`config.mk`:
```
export PLATFORM = sky130hd
export DESIGN_NAME = asrv32_clint
export DESIGN_NICKNAME = d
export VERILOG_FILES = /design/src/rtl/asrv32_clint.sv
export SDC_FILE = /design/constraint.sdc
export NUM_CORES = 1
export LEC_CHECK = 0
export ABC_AREA = 0
export BUFFER_PORTS_ARGS = -buffer_cell sky130_fd_sc_hd__buf_2
export CAP_MARGIN = 20
export CORE_AREA = 4 4 141 143
export DETAILED_ROUTE_END_ITERATION = 10
export DIE_AREA = 0 0 145 147
export GPL_ROUTABILITY_DRIVEN = 0
export GPL_TIMING_DRIVEN = 0
export PLACE_DENSITY_LB_ADDON = 0.2
export SETUP_SLACK_MARGIN = 0.2
export SLEW_MARGIN = 0
export SYNTH_ARGS = -nofsm -noshare
export SYNTH_HDL_FRONTEND = slang
export SYNTH_SLANG_ARGS = --single-unit
```
`constraint.sdc`:
```
create_clock -name i_clk -period 15.9 [get_ports i_clk]
set_input_delay 1.59 -clock i_clk [delete_from_list [all_inputs] [get_ports i_clk]]
set_output_delay 1.59 -clock i_clk [all_outputs]
set_load 0.01 [all_outputs]
```
`src/rtl/asrv32_clint.sv`:
```
// Core-local interruptor for the ASRV32 hart.
// Provides the machine timer (mtime/mtimecmp) and the software-interrupt bit (msip)
// behind a Wishbone-classic slave, and mirrors every mtime update to the CSR unit.
module asrv32_clint #(
  parameter int CLK_FREQ_MHZ = 100
) (
  input  logic        i_clk,
  input  logic        i_rst,
  input  logic        i_wb_cyc,
  input  logic        i_wb_stb,
  input  logic        i_wb_we,
  input  logic [15:0] i_wb_addr,
  input  logic [31:0] i_wb_data,
  input  logic [3:0]  i_wb_sel,
  output logic [31:0] o_wb_data,
  output logic        o_wb_ack,
  output logic [63:0] o_mtime,
  output logic        o_mtime_wr_en,
  output logic        o_timer_interrupt,
  output logic        o_software_interrupt
);

  localparam int            PW        = (CLK_FREQ_MHZ > 1) ? $clog2(CLK_FREQ_MHZ) : 1;
  localparam logic [PW-1:0] PRESC_MAX = PW'(CLK_FREQ_MHZ - 1);

  localparam logic [15:0] ADDR_MSIP      = 16'h0000;
  localparam logic [15:0] ADDR_MTIMECMP0 = 16'h4000;
  localparam logic [15:0] ADDR_MTIMECMP1 = 16'h4004;
  localparam logic [15:0] ADDR_MTIME0    = 16'hBFF8;
  localparam logic [15:0] ADDR_MTIME1    = 16'hBFFC;

  logic [PW-1:0] presc;
  logic [63:0]   mtime;
  logic [63:0]   mtimecmp;
  logic          msip;

  logic          tick;
  logic          req;
  logic          wr;
  logic          any_lane;
  logic [15:0]   word_addr;
  logic          mtime_lo_wr;
  logic          mtime_hi_wr;
  logic          cmp_lo_wr;
  logic          cmp_hi_wr;
  logic          msip_wr;
  logic          mtime_changed;
  logic [63:0]   mtime_nxt;
  logic [63:0]   cmp_nxt;
  logic [31:0]   rd_mux;

  // Byte offsets are word-aligned; the two low address bits carry no information.
  logic unused_addr_bits;
  assign unused_addr_bits = ^i_wb_addr[1:0];

  // Replace only the byte lanes enabled by sel.
  function automatic logic [31:0] merge_bytes(input logic [31:0] old_word,
                                              input logic [31:0] new_word,
                                              input logic [3:0]  lanes);
    logic [31:0] result;
    for (int b = 0; b < 4; b++) begin
      result[b*8 +: 8] = lanes[b] ? new_word[b*8 +: 8] : old_word[b*8 +: 8];
    end
    return result;
  endfunction

  assign tick      = (presc == PRESC_MAX);
  assign req       = i_wb_cyc & i_wb_stb & ~o_wb_ack;
  assign wr        = req & i_wb_we;
  assign any_lane  = |i_wb_sel;
  assign word_addr = {i_wb_addr[15:2], 2'b00};

  assign mtime_lo_wr   = wr & any_lane & (word_addr == ADDR_MTIME0);
  assign mtime_hi_wr   = wr & any_lane & (word_addr == ADDR_MTIME1);
  assign cmp_lo_wr     = wr & any_lane & (word_addr == ADDR_MTIMECMP0);
  assign cmp_hi_wr     = wr & any_lane & (word_addr == ADDR_MTIMECMP1);
  assign msip_wr       = wr & i_wb_sel[0] & (word_addr == ADDR_MSIP);
  assign mtime_changed = mtime_lo_wr | mtime_hi_wr | tick;

  // Next mtime: a bus write wins over the tick and merges into the pre-tick value.
  always_comb begin
    // NOTE: every combinational output gets a default first so no latch is inferred.
    mtime_nxt = mtime;
    if (mtime_lo_wr) begin
      mtime_nxt[31:0] = merge_bytes(mtime[31:0], i_wb_data, i_wb_sel);
    end else if (mtime_hi_wr) begin
      mtime_nxt[63:32] = merge_bytes(mtime[63:32], i_wb_data, i_wb_sel);
    end else if (tick) begin
      mtime_nxt = mtime + 64'd1;
    end
  end

  // Next mtimecmp: word-wise byte-lane writes, no shadowing of the other half.
  always_comb begin
    cmp_nxt = mtimecmp;
    if (cmp_lo_wr) begin
      cmp_nxt[31:0] = merge_bytes(mtimecmp[31:0], i_wb_data, i_wb_sel);
    end else if (cmp_hi_wr) begin
      cmp_nxt[63:32] = merge_bytes(mtimecmp[63:32], i_wb_data, i_wb_sel);
    end
  end

  // Read multiplexer over the pre-write register state; unmapped offsets read 0.
  always_comb begin
    rd_mux = 32'h0;
    unique case (word_addr)
      ADDR_MSIP:      rd_mux = {31'h0, msip};
      ADDR_MTIMECMP0: rd_mux = mtimecmp[31:0];
      ADDR_MTIMECMP1: rd_mux = mtimecmp[63:32];
      ADDR_MTIME0:    rd_mux = mtime[31:0];
      ADDR_MTIME1:    rd_mux = mtime[63:32];
      default:        rd_mux = 32'h0;
    endcase
  end

  // Prescaler wraps every CLK_FREQ_MHZ cycles to give the 1 MHz tick.
  always_ff @(posedge i_clk or posedge i_rst) begin
    // NOTE: sequential state uses non-blocking assignments so all registers see pre-edge values.
    if (i_rst) begin
      presc <= '0;
    end else if (tick) begin
      presc <= '0;
    end else begin
      presc <= presc + PW'(1);
    end
  end

  // Timer and software-interrupt registers.
  always_ff @(posedge i_clk or posedge i_rst) begin
    if (i_rst) begin
      mtime    <= 64'h0;
      mtimecmp <= 64'hFFFF_FFFF_FFFF_FFFF;
      msip     <= 1'b0;
    end else begin
      mtime    <= mtime_nxt;
      mtimecmp <= cmp_nxt;
      if (msip_wr) begin
        msip <= i_wb_data[0];
      end
    end
  end

  // Bus response: one-cycle ack with read data captured on the request edge.
  always_ff @(posedge i_clk or posedge i_rst) begin
    if (i_rst) begin
      o_wb_ack  <= 1'b0;
      o_wb_data <= 32'h0;
    end else begin
      o_wb_ack  <= req;
      o_wb_data <= (req & ~i_wb_we) ? rd_mux : 32'h0;
    end
  end

  // Registered outputs toward the CSR unit, each one cycle behind the state it reports.
  always_ff @(posedge i_clk or posedge i_rst) begin
    if (i_rst) begin
      o_mtime_wr_en        <= 1'b0;
      o_timer_interrupt    <= 1'b0;
      o_software_interrupt <= 1'b0;
    end else begin
      o_mtime_wr_en        <= mtime_changed;
      o_timer_interrupt    <= (mtime >= mtimecmp);
      o_software_interrupt <= msip;
    end
  end

  assign o_mtime = mtime;

endmodule

```
## Word level (Yosys, flattened, before mapping)

Index checks and enable logic that the tools add are counted.

| word-level totals | value |
|---|---|
| bits in registers | 172 |
| word-level logic and storage cells | 88 |
| bits of input ports | 57 |

| cells by class | value |
|---|---|
| reduce and logical (&&, ||, !) cells | 20 |
| add/subtract/negate cells | 2 |
| $lt $le $gt $ge | 1 |
| equal/unequal tests | 14 |
| bitwise operators | 17 |
| mux-type cells | 11 |

Operators by type and width:

| operator | count |
|---|---|
| 32-bit case mux with 5 select lines | 1 |
| 32-bit two-way mux | 4 |
| 64-bit by 1-bit adder with 64-bit output, second input constant | 1 |
| 64-bit >= comparator | 1 |
| 64-bit two-way mux | 1 |
| 3-bit AND reduction | 12 |
| 8-bit two-way mux | 4 |
| 14-bit by 13-bit == test with 1-bit output, second input constant | 2 |
| 14-bit == test, second input constant | 2 |
| 2-bit != test, second input constant | 9 |
| 16-bit logical NOT | 1 |
| 1-bit AND | 11 |
| 2-bit AND reduction | 4 |
| 7-bit by 1-bit adder with 7-bit output, second input constant | 1 |
| 7-bit == test, second input constant | 1 |
| 7-bit two-way mux | 1 |
| 1-bit NOT | 4 |
| 2-bit nonzero test | 2 |
| 4-bit OR reduction | 1 |
| 1-bit OR | 2 |

## Longest topological paths before layout

| depth | value |
|---|---|
| word-level depth | 7 |
| depth in mapped cells | 9 |

## Least setup slack after synthesis

No wires, ideal clock.

| timing | value |
|---|---|
| path kind | input to register |
| from | input i_wb_sel[1] |
| to | register mtime[20], in the netlist o_mtime[20] |
| arrival time | 3.277 ns |
| data required time | 15.813 ns |
| stages | 8 |
| setup slack | 12.537 ns |
| cell sequence | buf_6 > nor4_4 > nor3_1 > and2_1 > buf_6 > nor4_4 > or4b_1 > o211ai_1 |

| between the ends | value |
|---|---|
| word-level cells in the longest chain between the ends | 5 |
| elaborated cells between the ends (all ways) | 9 |
| classes of those cells | eq/ne: 2; mux: 1; bitwise: 3; reduce/logical: 3 |

Ends and longest elaborated chain:

| what | RTL line | RTL |
|---|---|---|
| start, declared | 14 | `input logic [3:0] i_wb_sel,` |
| 4-bit OR reduction (*) | 70 | `assign any_lane = \|i_wb_sel;` |
| 1-bit AND (*) | 73, 74 |  |
| 1-bit AND, on equally long branches | 73, 74 |  |
| 2-bit != test (no line) / 2-bit nonzero test (equally long branches) | n/a |  |
| 3-bit AND reduction (no line) | n/a |  |
| end signal, assigned | 135 | `mtime <= mtime_nxt;` |
| end, declared | 33 | `logic [63:0] mtime;` |

Every way passes the cells marked *; elsewhere a longest branch is shown, timed or not.
A chain may end at the register's enable or synchronous reset.

## Worst setup path in the final report

| timing | value |
|---|---|
| from | input i_wb_addr[8] |
| to | register o_wb_data[2] |

| between the ends | value |
|---|---|
| word-level cells in the longest chain between the ends | 3 |
| elaborated cells between the ends (all ways) | 7 |
| classes of those cells | eq/ne: 4; mux: 2; reduce/logical: 1 |

Ends and longest elaborated chain:

| what | RTL line | RTL |
|---|---|---|
| start, declared | 12 | `input logic [15:0] i_wb_addr,` |
| 14-bit == test (tied with other cells) | 106 | `unique case (word_addr)` |
| 32-bit case mux with 5 select lines (*) | 106 |  |
| 32-bit two-way mux (*) | 150 | `o_wb_data <= (req & ~i_wb_we) ? rd_mux : 32'h0;` |
| end signal, assigned | 150 |  |
| end, declared | 15 | `output logic [31:0] o_wb_data,` |

Marked as above.

==> results.txt <==
WL final = 37600 um
vias = 10900
gr usage total = 34.7%
Slew @ Worst Pin = 1120 ps
effective utilization at floorplan = 59.5%
area share of the largest cell type after synthesis = 24.4%
CTS Sinks = 172
vias per cell = 6.80
post-CTS setup buffer count = 0
worst path required time = 16270 ps
worst path cell trace = buf_2, nand4_1, nor2_1, nand2_1, a2111oi_2, clkbuf_1, and2_1
Die H = 147 um
met2 Track Usage GR = 53.2%
critical path endpoint category = register
CP peak stage delay = 1110 ps
Clock Path Buffers = 2
Mapped Area = 0.0111 sq mm
leading area contributor after synthesis = dfrtp_1
P per Cell Area = 69.7 mW/mm^2
NetSw = 0.214 mW
clock power share = 46.0%
Cells after Synth = 1180
total CTS buffers = 17
delay-heaviest family, CP = simple AND/OR/NAND/NOR gates
1st-pass router iterations = 9
largest net degree at the start of global routing = 99
post-synthesis register bit count = 172
Final #Nets = 1480
share of cells above drive strength 1 = 24.4%
Root Driver = clkbuf_16
Setup Total Neg Slack = 0 ps
syn_nets = 1303
unrepaired setup endpoints after global routing = false
Final HPWL DP = 27200 um
# rows = 50
critical path's slowest cell = a2111oi_2
hold slack = 403 ps
cell area after layout = 0.0127 sq mm
initial antenna violation count = 0
ranking of synthesized cells by area = dfrtp_1 24%, dfstp_2 15%, ha_1 7.5%, mux2i_1 6.6%, mux2_2 4.8%
Switching Fraction = 24.1%
Buf/Inv on CP = 2
H-Tree Depth = 4
Port Buffer Count = 153
# resized after CTS = 0
count of different cell masters after synthesis = 72
Max Cap Viol = 0
met3 Resource Use GR = 10.8%
worst min path class = register to register
Rel. slew slack = 25.0%
Arr. time, crit path = 4330 ps
synthesis-to-finish area growth = 15.2%
GR peak layer = met2
clock slew seen by the registers of the worst setup and hold paths = 70 ps
Leakage = 5.89 nW
total power = 0.889 mW
antenna diode count = 0
vias in the first global route = 10600
syn avg cell area = 9.37 sq um
CTS tree = yes
io pins = 157
top_reg_cell synth = dfrtp_1
fin crit period = 3960 ps
Skew-Pair Late Insertion Delay = 440 ps
asr flop ratio synth = 100%
die width = 145 um
Residual DRC = 0
status = complete, no violations
Ys Warns = 0
Setup Crit Path Kind = primary input to register
hold_buf cts = 0
final period utilization = 24.9%
clock skew = 10.4 ps
Comb power frac = 4.6%
Post-synth EDFFs = 0
drt wl/cell = 23.4 um
placed cell area = 0.0122 sq mm
Flop pwr share = 49.4%
Die ar. = 0.0213 sq mm
Setup-failing EPs final = 0
first-pass GRT wire length = 58900 um
Hold Fails Final Rpt = 0
CORE AREA = 0.0186 sq mm
total grt overflow = 0
VDD IR max = 0.0759 mV
Worst Path Max Fanout = 10
met1 usage = 45.7%
CP startpoint kind = primary input
maximum clock rate = 252 MHz
sequential-to-total area share from yosys stat = 39.6%
DRT antenna net count = 0
Max Slew Vio Count = 0
Pint = 0.675 mW
1st-iter DRT viols = 1827
[power groups by stage]
stage | combinational (mW) | clock (mW) | sequential [mW]
finish | 0.0410 | 0.409 | 0.439
global route | 0.0438 | 0.433 | 0.439
CTS | 0.0406 | 0.410 | 0.439
detailed placement | 0.0405 | 0 | 0.446
global placement | 0.0389 | 0 | 0.446
floorplan | 0.0189 | 0 | 0.446
[kinds of logic after synthesis]
group | Yosys count | synth area share, %
XOR/XNOR | 3 | 0.238
multiplexers | 120 | 11.4
adder cells (fa/ha/maj) | 66 | 7.47
buffers and inverters | 133 | 4.83
flip-flops | 172 | 39.6
AND/OR/NAND/NOR | 419 | 21.0
AO/OA/AOI/OAI | 267 | 15.4
[registers in the layout (all words and copies together), names as in the netlist]
register              cells
mtimecmp                 64
o_mtime                  64
o_wb_data                32
presc                     7
msip                      1
o_mtime_wr_en             1
o_software_interrupt      1
o_timer_interrupt         1
o_wb_ack                  1
[cell type report]
| cell class | count | area (sq um) |
|---|---|---|
| Inverter | 77 | 297 |
| Multi-Input combinational cell | 875 | 6140 |
| Buffer | 56 | 245 |
| Fill cell | 1485 | 5830 |
| Tap cell | 234 | 293 |
| Timing Repair Buffer | 158 | 818 |
| Sequential cell | 172 | 4380 |
| Clock inverter | 13 | 115 |
| Clock buffer | 19 | 453 |
[per-stage QoR]
step                util (%)  setup WS (ps)  std cells
finish                  68.6          11940       1604
global route            68.6          11860       1604
CTS                     68.5          11690       1602
detailed placement      65.5          11240       1570
global placement        65.2           7710       1567
floorplan                  -           9760       1180
[Yosys cell counts, types with 35 or more instances]
| library cell | n |
|---|---|
| nand4_1 | 57 |
| inv_1 | 77 |
| o21ai_0 | 41 |
| nand3_1 | 40 |
| nor2_1 | 58 |
| mux2_2 | 47 |
| and2_1 | 52 |
| nand2_1 | 82 |
| dfrtp_1 | 108 |
| mux2i_1 | 73 |
| clkbuf_1 | 35 |
| ha_1 | 66 |
| dfstp_2 | 64 |
| o22ai_1 | 51 |
| a21oi_1 | 70 |
[path summary, 6_finish.rpt]
path                                             start  cells past startpoint  slack [ps]                        endpoint
worst min register to register        msip$_DFFE_PP0P_                      0         400  o_software_interrupt$_DFF_PP0_
min in group asynchronous                        i_rst                      2        1180         o_wb_data[17]$_DFF_PP0_
worst max register to register  o_mtime[8]$_DFFE_PP0P_                      7       12540         o_mtime[47]$_DFFE_PP0P_
worst max-delay path                      i_wb_addr[8]                      7       11940          o_wb_data[2]$_DFF_PP0_
max in group asynchronous                        i_rst                      3       13810         mtimecmp[0]$_DFFE_PP1P_
worst min-delay path                  msip$_DFFE_PP0P_                      0         400  o_software_interrupt$_DFF_PP0_
[worst register-to-register path, cell delays in order (launching register included)]
cell and delay, ps:
dfrtp_1 360, buf_2 200, nand4_1 300, nor4_1 850, nand4_1 260, nor3_2 870
nand2_1 110, a32o_1 300
[placed cells by master, fill, tap and decap left out, types with 3 or more instances in the layout]
master      instances
a211oi_1           25
a21o_1             14
a21oi_1            70
a21oi_2             3
a221oi_1            4
a22oi_1             3
a311oi_1            7
a31oi_1             9
and2_1             52
and3_1             25
and4_1             20
buf_1               5
buf_2             167
clkbuf_1           35
clkbuf_16          17
clkinv_2            4
clkinvlp_4          4
dfrtp_1           108
dfstp_2            64
ha_1               66
inv_1              76
inv_6               3
mux2_2             47
mux2i_1            73
nand2_1            82
nand2b_1            5
nand3_1            40
nand4_1            57
nor2_1             58
nor3_1             32
nor3b_1             4
nor4_1             15
o21a_1             13
o21ai_0            41
o22ai_1            51
o31ai_1             3
or3_1               5
or4_1               6
[per-layer routing]
layer / wire, um / vias up
met5: 0 / -
met4: 1740 / 0
met3: 4710 / 172
met2: 16700 / 806
met1: 14400 / 5172
li1: - / 4760
(Power assumes the default switching activity.)
